[src/rtl/floppy_voice_alloc.sv]
// floppy_voice_alloc: allocates note-on/off events to floppy drive channels, stealing the oldest voice when full
module floppy_voice_alloc #(
  parameter int NUM_DRIVES = 4,
  parameter int SETPOINT_W = 22
) (
  input  logic                             clk,
  input  logic                             rst_n,
  input  logic                             ev_valid,
  output logic                             ev_ready,
  input  logic                             ev_on,
  input  logic [6:0]                       ev_note,
  input  logic [SETPOINT_W-1:0]            ev_setpoint,
  input  logic                             all_off,
  output logic [NUM_DRIVES-1:0]            drv_enable,
  output logic [NUM_DRIVES*SETPOINT_W-1:0] drv_setpoint,
  output logic                             steal,
  output logic                             drop
);
  localparam int IW = $clog2(NUM_DRIVES);
  typedef enum logic [1:0] {IDLE, SCAN, COMMIT} state_t;
  state_t state;
  logic [IW-1:0] idx, match_idx, free_idx, old_idx, tgt;
  logic match_ok, free_ok, old_ok;
  logic [3:0] old_age;
  logic lat_on;
  logic [6:0] lat_note;
  logic [SETPOINT_W-1:0] lat_sp;
  logic [6:0] note [NUM_DRIVES];
  logic [SETPOINT_W-1:0] sp [NUM_DRIVES];
  logic [3:0] age [NUM_DRIVES];
  assign ev_ready = state == IDLE && !all_off;
  assign tgt = match_ok ? match_idx : free_ok ? free_idx : old_idx;
  for (genvar g = 0; g < NUM_DRIVES; g++) begin : g_sp
    assign drv_setpoint[g*SETPOINT_W +: SETPOINT_W] = sp[g];
  end
  always_ff @(posedge clk) begin
    if (!rst_n) begin
      state <= IDLE;
      drv_enable <= '0;
      steal <= 1'b0;
      drop <= 1'b0;
      idx <= '0;
      match_idx <= '0;
      free_idx <= '0;
      old_idx <= '0;
      match_ok <= 1'b0;
      free_ok <= 1'b0;
      old_ok <= 1'b0;
      old_age <= '0;
      lat_on <= 1'b0;
      lat_note <= '0;
      lat_sp <= '0;
      for (int i = 0; i < NUM_DRIVES; i++) begin
        note[i] <= '0;
        sp[i] <= '0;
        age[i] <= '0;
      end
    end else begin
      steal <= 1'b0;
      drop <= 1'b0;
      if (all_off) begin
        state <= IDLE;
        drv_enable <= '0;
        for (int i = 0; i < NUM_DRIVES; i++) age[i] <= '0;
      end else begin
        case (state)
          IDLE: if (ev_valid) begin
            lat_on <= ev_on;
            lat_note <= ev_note;
            lat_sp <= ev_setpoint;
            idx <= '0;
            match_ok <= 1'b0;
            free_ok <= 1'b0;
            old_ok <= 1'b0;
            old_age <= '0;
            state <= SCAN;
          end
          SCAN: begin
            if (drv_enable[idx] && note[idx] == lat_note && !match_ok) begin
              match_ok <= 1'b1;
              match_idx <= idx;
            end
            if (!drv_enable[idx] && !free_ok) begin
              free_ok <= 1'b1;
              free_idx <= idx;
            end
            // strict > keeps the lowest index on equal ages
            if (drv_enable[idx] && (!old_ok || age[idx] > old_age)) begin
              old_ok <= 1'b1;
              old_idx <= idx;
              old_age <= age[idx];
            end
            idx <= idx + 1'b1;
            if (idx == IW'(NUM_DRIVES - 1)) state <= COMMIT;
          end
          default: begin
            state <= IDLE;
            if (lat_on && lat_sp == '0) drop <= 1'b1;
            else if (lat_on) begin
              steal <= !match_ok && !free_ok;
              for (int i = 0; i < NUM_DRIVES; i++) begin
                if (IW'(i) == tgt) begin
                  drv_enable[i] <= 1'b1;
                  note[i] <= lat_note;
                  sp[i] <= lat_sp;
                  age[i] <= '0;
                end else if (drv_enable[i] && age[i] != 4'hf) age[i] <= age[i] + 4'd1;
              end
            end else if (match_ok) begin
              drv_enable[match_idx] <= 1'b0;
              age[match_idx] <= '0;
            end else drop <= 1'b1;
          end
        endcase
      end
    end
  end
endmodule

[config.mk]
export PLATFORM = sky130hd
export DESIGN_NAME = floppy_voice_alloc
export DESIGN_NICKNAME = d
export VERILOG_FILES = /design/src/rtl/floppy_voice_alloc.sv
export SDC_FILE = /design/constraint.sdc
export NUM_CORES = 1
export LEC_CHECK = 0
export BUFFER_PORTS_ARGS = -buffer_cell sky130_fd_sc_hd__clkbuf_2
export CAP_MARGIN = 20
export CORE_AREA = 2 2 137 139
export CTS_CLUSTER_SIZE = 10
export DETAILED_ROUTE_END_ITERATION = 8
export DIE_AREA = 0 0 139 141
export GPL_TIMING_DRIVEN = 0
export PLACE_DENSITY = 0.75
export SLEW_MARGIN = 20
export SYNTH_ARGS = -nofsm -noshare
export SYNTH_HDL_FRONTEND = slang
export SYNTH_SLANG_ARGS = --single-unit
[constraint.sdc]
create_clock -name clk -period 4.8 [get_ports clk]
set_clock_uncertainty 0.15 [all_clocks]
set_input_delay 0.48 -clock clk [delete_from_list [all_inputs] [get_ports clk]]
set_output_delay 0.48 -clock clk [all_outputs]
set_load 0.01 [all_outputs]
==> results.sh <==
export IMPL_drt_pre_antenna_iters=5
export IMPL_cp_arrival_ps=3530
export IMPL_grt_start_max_net_pins=18
export IMPL_route_antenna_remaining_nets=0
export IMPL_path_type_of_the_worst_min_delay_path="in2reg"
export IMPL_post_drt_via_cell_ratio=5.48
export IMPL_worst_hold_path_endpoint="lat_sp[4]"
export IMPL_num_io_pins=129
export IMPL_synthesis_area_per_instance_um2=11.7
export IMPL_netlist_area_leader_share=0.436
export IMPL_cts_tree="built"
export IMPL_numPortBuffers=126
export IMPL_ys_seq_area_frac=0.614
export IMPL_outcome="finished, final reports clean"
export IMPL_synth_enable_flop_cells=116
export IMPL_synth_ff_latch_count=187
export IMPL_ff2ff_path_depth=9
export IMPL_postCtsSetupRepairBufs=0
export IMPL_tritoncts_num_sinks=187
export IMPL_final_max_slew_violation_count=0
export IMPL_worstHoldStart="ev_setpoint[4]"
export IMPL_grt_overflow_total=0
export IMPL_synthTopCellsByArea="sky130_fd_sc_hd__edfxtp_1 44%, sky130_fd_sc_hd__dfxtp_1 18%, sky130_fd_sc_hd__and2_1 4.9%, sky130_fd_sc_hd__and3_1 4.9%, sky130_fd_sc_hd__nand2_1 4.5%"
export IMPL_multi_input_comb_area_um2=2940
export IMPL_report_final_hold_viol_count=0
export IMPL_sequential_cell_fraction_of_total_power=0.519
export IMPL_cts_root_buffer_cell="sky130_fd_sc_hd__clkbuf_16"
export IMPL_critical_path_endpoint_type="flop"
export IMPL_place_congestion=0.917
export IMPL_synth_flop_cell="sky130_fd_sc_hd__edfxtp_1"
export IMPL_rsz0062_at_grt="false"
export IMPL_syn_instance_count=683
export IMPL_sw_frac_of_total=0.228
export IMPL_setup_viol=0
export IMPL_power_switching_uw=779
export IMPL_min_period_over_period=0.702
export IMPL_critPathKind="reg2reg"
export IMPL_drt_wl_total_um=20700
export IMPL_chipHeight_um=141
export IMPL_worst_hold_path_num_cells=3
export IMPL_fin_total_pwr_mw=3.42
export IMPL_vdd_drop_max_mv=0.260
export IMPL_tightest_slew_ps=910
export IMPL_dpl_worst_slack_ps=1470
export IMPL_synthDistinctLibCells=52
export IMPL_chipWidth_um=139
export IMPL_wire_per_inst_um=19.0
export IMPL_floorplan_core_area_um2=18300
export IMPL_antenna_cells=0
export IMPL_mappedNetlistArea_um2=7990
export IMPL_power_share_combinational=0.051
export IMPL_postSynth_asyncResetShare=0
export IMPL_grt_usage=0.213
export IMPL_fillCellCount=1569
export IMPL_maxSlewHeadroom=0.391
export IMPL_postCtsHoldBufs=0
export IMPL_post_cts_resized=0
export IMPL_cts_buffers_inserted=17
export IMPL_leakage_nw=3.85
export IMPL_worst_r2r_endpoint="old_ok"
export IMPL_fraction_of_layout_cells_with_a_size_suffix_above_1=0.234
export IMPL_timing_fmax_mhz=297
export IMPL_synthDominantAreaCellType="sky130_fd_sc_hd__edfxtp_1"
export IMPL_pwr_density_cell_nw_per_um2=354
export IMPL_clock_insertion_delay_worst_skew_ps=440
export IMPL_area_delta_synth_final_pct=21.1
export IMPL_cts_max_level=4
export IMPL_dp_final_hpwl_um=14800
export IMPL_initial_core_utilization=0.437
export IMPL_p_int_mw=2.64
export IMPL_drt_iter0_drc=482
export IMPL_clk_pin_slew_worst_paths_ps=70
export IMPL_layout_nets=882
export IMPL_cp_data_required_time_ps=4970
export IMPL_register_area_um2=4900
export IMPL_die_area_um2=19600
export IMPL_path_max_fanout=10
export IMPL_first_pass_grt_wire_length_um=31900
export IMPL_remaining_drc_errors=0
export IMPL_clockBufferDepth=2
export IMPL_timing_hold_ws_ps=116
export IMPL_initial_antenna_violation_count=0
export IMPL_vias=5950
export IMPL_layout_min_cycle_time_ps=3370
export IMPL_max_cap_violations=0
export IMPL_synth_fp_nets=726
export IMPL_vias_in_the_first_global_route=5768
export IMPL_num_rows=50
export IMPL_share_clk_of_total_power=0.430
export IMPL_final_worst_setup_slack_ps=1430
export IMPL_yosysWarnings=0
export IMPL_worstSetupStartpointType="flop"
export IMPL_ff2ff_setup_slack_ps=1430
[layout make-up]
class / instances / area share
Multi-Input combinational cell: 448 / 0.304
Clock inverter: 14 / 0.0190
Buffer: 40 / 0.0165
Sequential cell: 187 / 0.507
Tap cell: 234 / 0.0303
Timing Repair Buffer: 137 / 0.0759
Clock buffer: 18 / 0.0443
Inverter: 8 / 0.00310
[per-stage QoR]
| stage | setup TNS, ps | util | cells | area, µm² |
|---|---|---|---|---|
| floorplan | 0 | - | 683 | 7990 |
| global placement | -133570 | 0.488 | 1043 | 8910 |
| detailed placement | 0 | 0.496 | 1054 | 9060 |
| CTS | 0 | 0.530 | 1086 | 9680 |
| global route | 0 | 0.530 | 1086 | 9680 |
| finish | 0 | 0.530 | 1086 | 9680 |
[registers in the layout, summed over array words and instances (netlist names), 2 cells and up, named ones only]
| signal | cells |
|---|---|
| age | 16 |
| drv_enable | 4 |
| free_idx | 2 |
| idx | 2 |
| lat_note | 7 |
| lat_sp | 22 |
| match_idx | 2 |
| note | 28 |
| old_age | 4 |
| old_idx | 2 |
| sp | 88 |
| state | 2 |
[worst max-delay path, cell delays in order, from the launching register on]
cell and delay [ps]:
sky130_fd_sc_hd__dfxtp_1 490, sky130_fd_sc_hd__clkbuf_1 530, sky130_fd_sc_hd__mux4_2 640, sky130_fd_sc_hd__ha_1 310
sky130_fd_sc_hd__nor2b_1 130, sky130_fd_sc_hd__o21a_1 160, sky130_fd_sc_hd__o31ai_1 290, sky130_fd_sc_hd__a21oi_1 220
sky130_fd_sc_hd__nand2_1 210, sky130_fd_sc_hd__o21ai_0 110
[worst max path at each step]
stage,from,endpoint,slack (ps),depth (start not counted)
detailed placement,flop,old_ok,1470,9
floorplan,state[1],note[3][0],220,3
global route,flop,old_ok,1220,9
global placement,state[1],sp[3][14],-2010,3
CTS,flop,old_ok,1460,9
finish,flop,old_ok,1430,9
[layer usage]
layer  up-vias  part of all wire  GRT usage
met5         -                 0          0
met4         0             0.021     0.0776
met3        34             0.057     0.0459
met2       242              0.50      0.359
li1       2776                 -          -
met1      2898              0.42      0.272
[synth_stat cells, types with 3 or more instances]
library cell,number
sky130_fd_sc_hd__a21boi_0,32
sky130_fd_sc_hd__a21oi_1,14
sky130_fd_sc_hd__a22oi_1,5
sky130_fd_sc_hd__a31oi_1,3
sky130_fd_sc_hd__a41oi_1,3
sky130_fd_sc_hd__and2_1,63
sky130_fd_sc_hd__and3_1,62
sky130_fd_sc_hd__buf_2,8
sky130_fd_sc_hd__clkbuf_1,32
sky130_fd_sc_hd__dfxtp_1,71
sky130_fd_sc_hd__edfxtp_1,116
sky130_fd_sc_hd__ha_1,9
sky130_fd_sc_hd__inv_1,8
sky130_fd_sc_hd__mux2i_1,20
sky130_fd_sc_hd__mux4_2,6
sky130_fd_sc_hd__nand2_1,96
sky130_fd_sc_hd__nand2b_1,6
sky130_fd_sc_hd__nand3_1,11
sky130_fd_sc_hd__nor2_1,15
sky130_fd_sc_hd__nor2b_1,12
sky130_fd_sc_hd__nor3_1,7
sky130_fd_sc_hd__nor3_2,4
sky130_fd_sc_hd__nor4_1,6
sky130_fd_sc_hd__o21a_1,4
sky130_fd_sc_hd__o21ai_0,12
sky130_fd_sc_hd__o22ai_1,7
sky130_fd_sc_hd__o31ai_1,4
sky130_fd_sc_hd__or3_1,7
sky130_fd_sc_hd__xnor2_1,7
[layout by cell type, fill, tap and decap left out, drive strengths merged, types with 6 or more instances in the layout]
cell and instances:
a21boi 32, a21oi 14, and2 63, and3 62
buf 19, clkbuf 176, dfxtp 71, edfxtp 116
ha 9, inv 14, mux2i 21, mux4 6
nand2 96, nand2b 6, nand3 11, nor2 15
nor2b 12, nor3 11, nor4 6, o21ai 14
o22ai 7, or3 7, xnor2 7
[power by group through the flow]
stage / Clock (mW) / Sequential, mW / Combinational [mW]
2_1_floorplan: 0 / 1.82 / 0.0751
3_3_place_gp: 0 / 1.82 / 0.159
3_5_place_dp: 0 / 1.81 / 0.173
4_1_cts: 1.48 / 1.78 / 0.175
5_1_grt: 1.54 / 1.78 / 0.188
6_report: 1.47 / 1.78 / 0.174
[kinds of logic after synthesis]
group,share of synthesized area
compound gates,0.0857
fa+ha+maj,0.0141
simple gates,0.205
xor+xnor,0.00987
flops,0.614
buf+inv,0.0238
mux,0.0476
No activity file was read; power rests on OpenSTA's default activity.
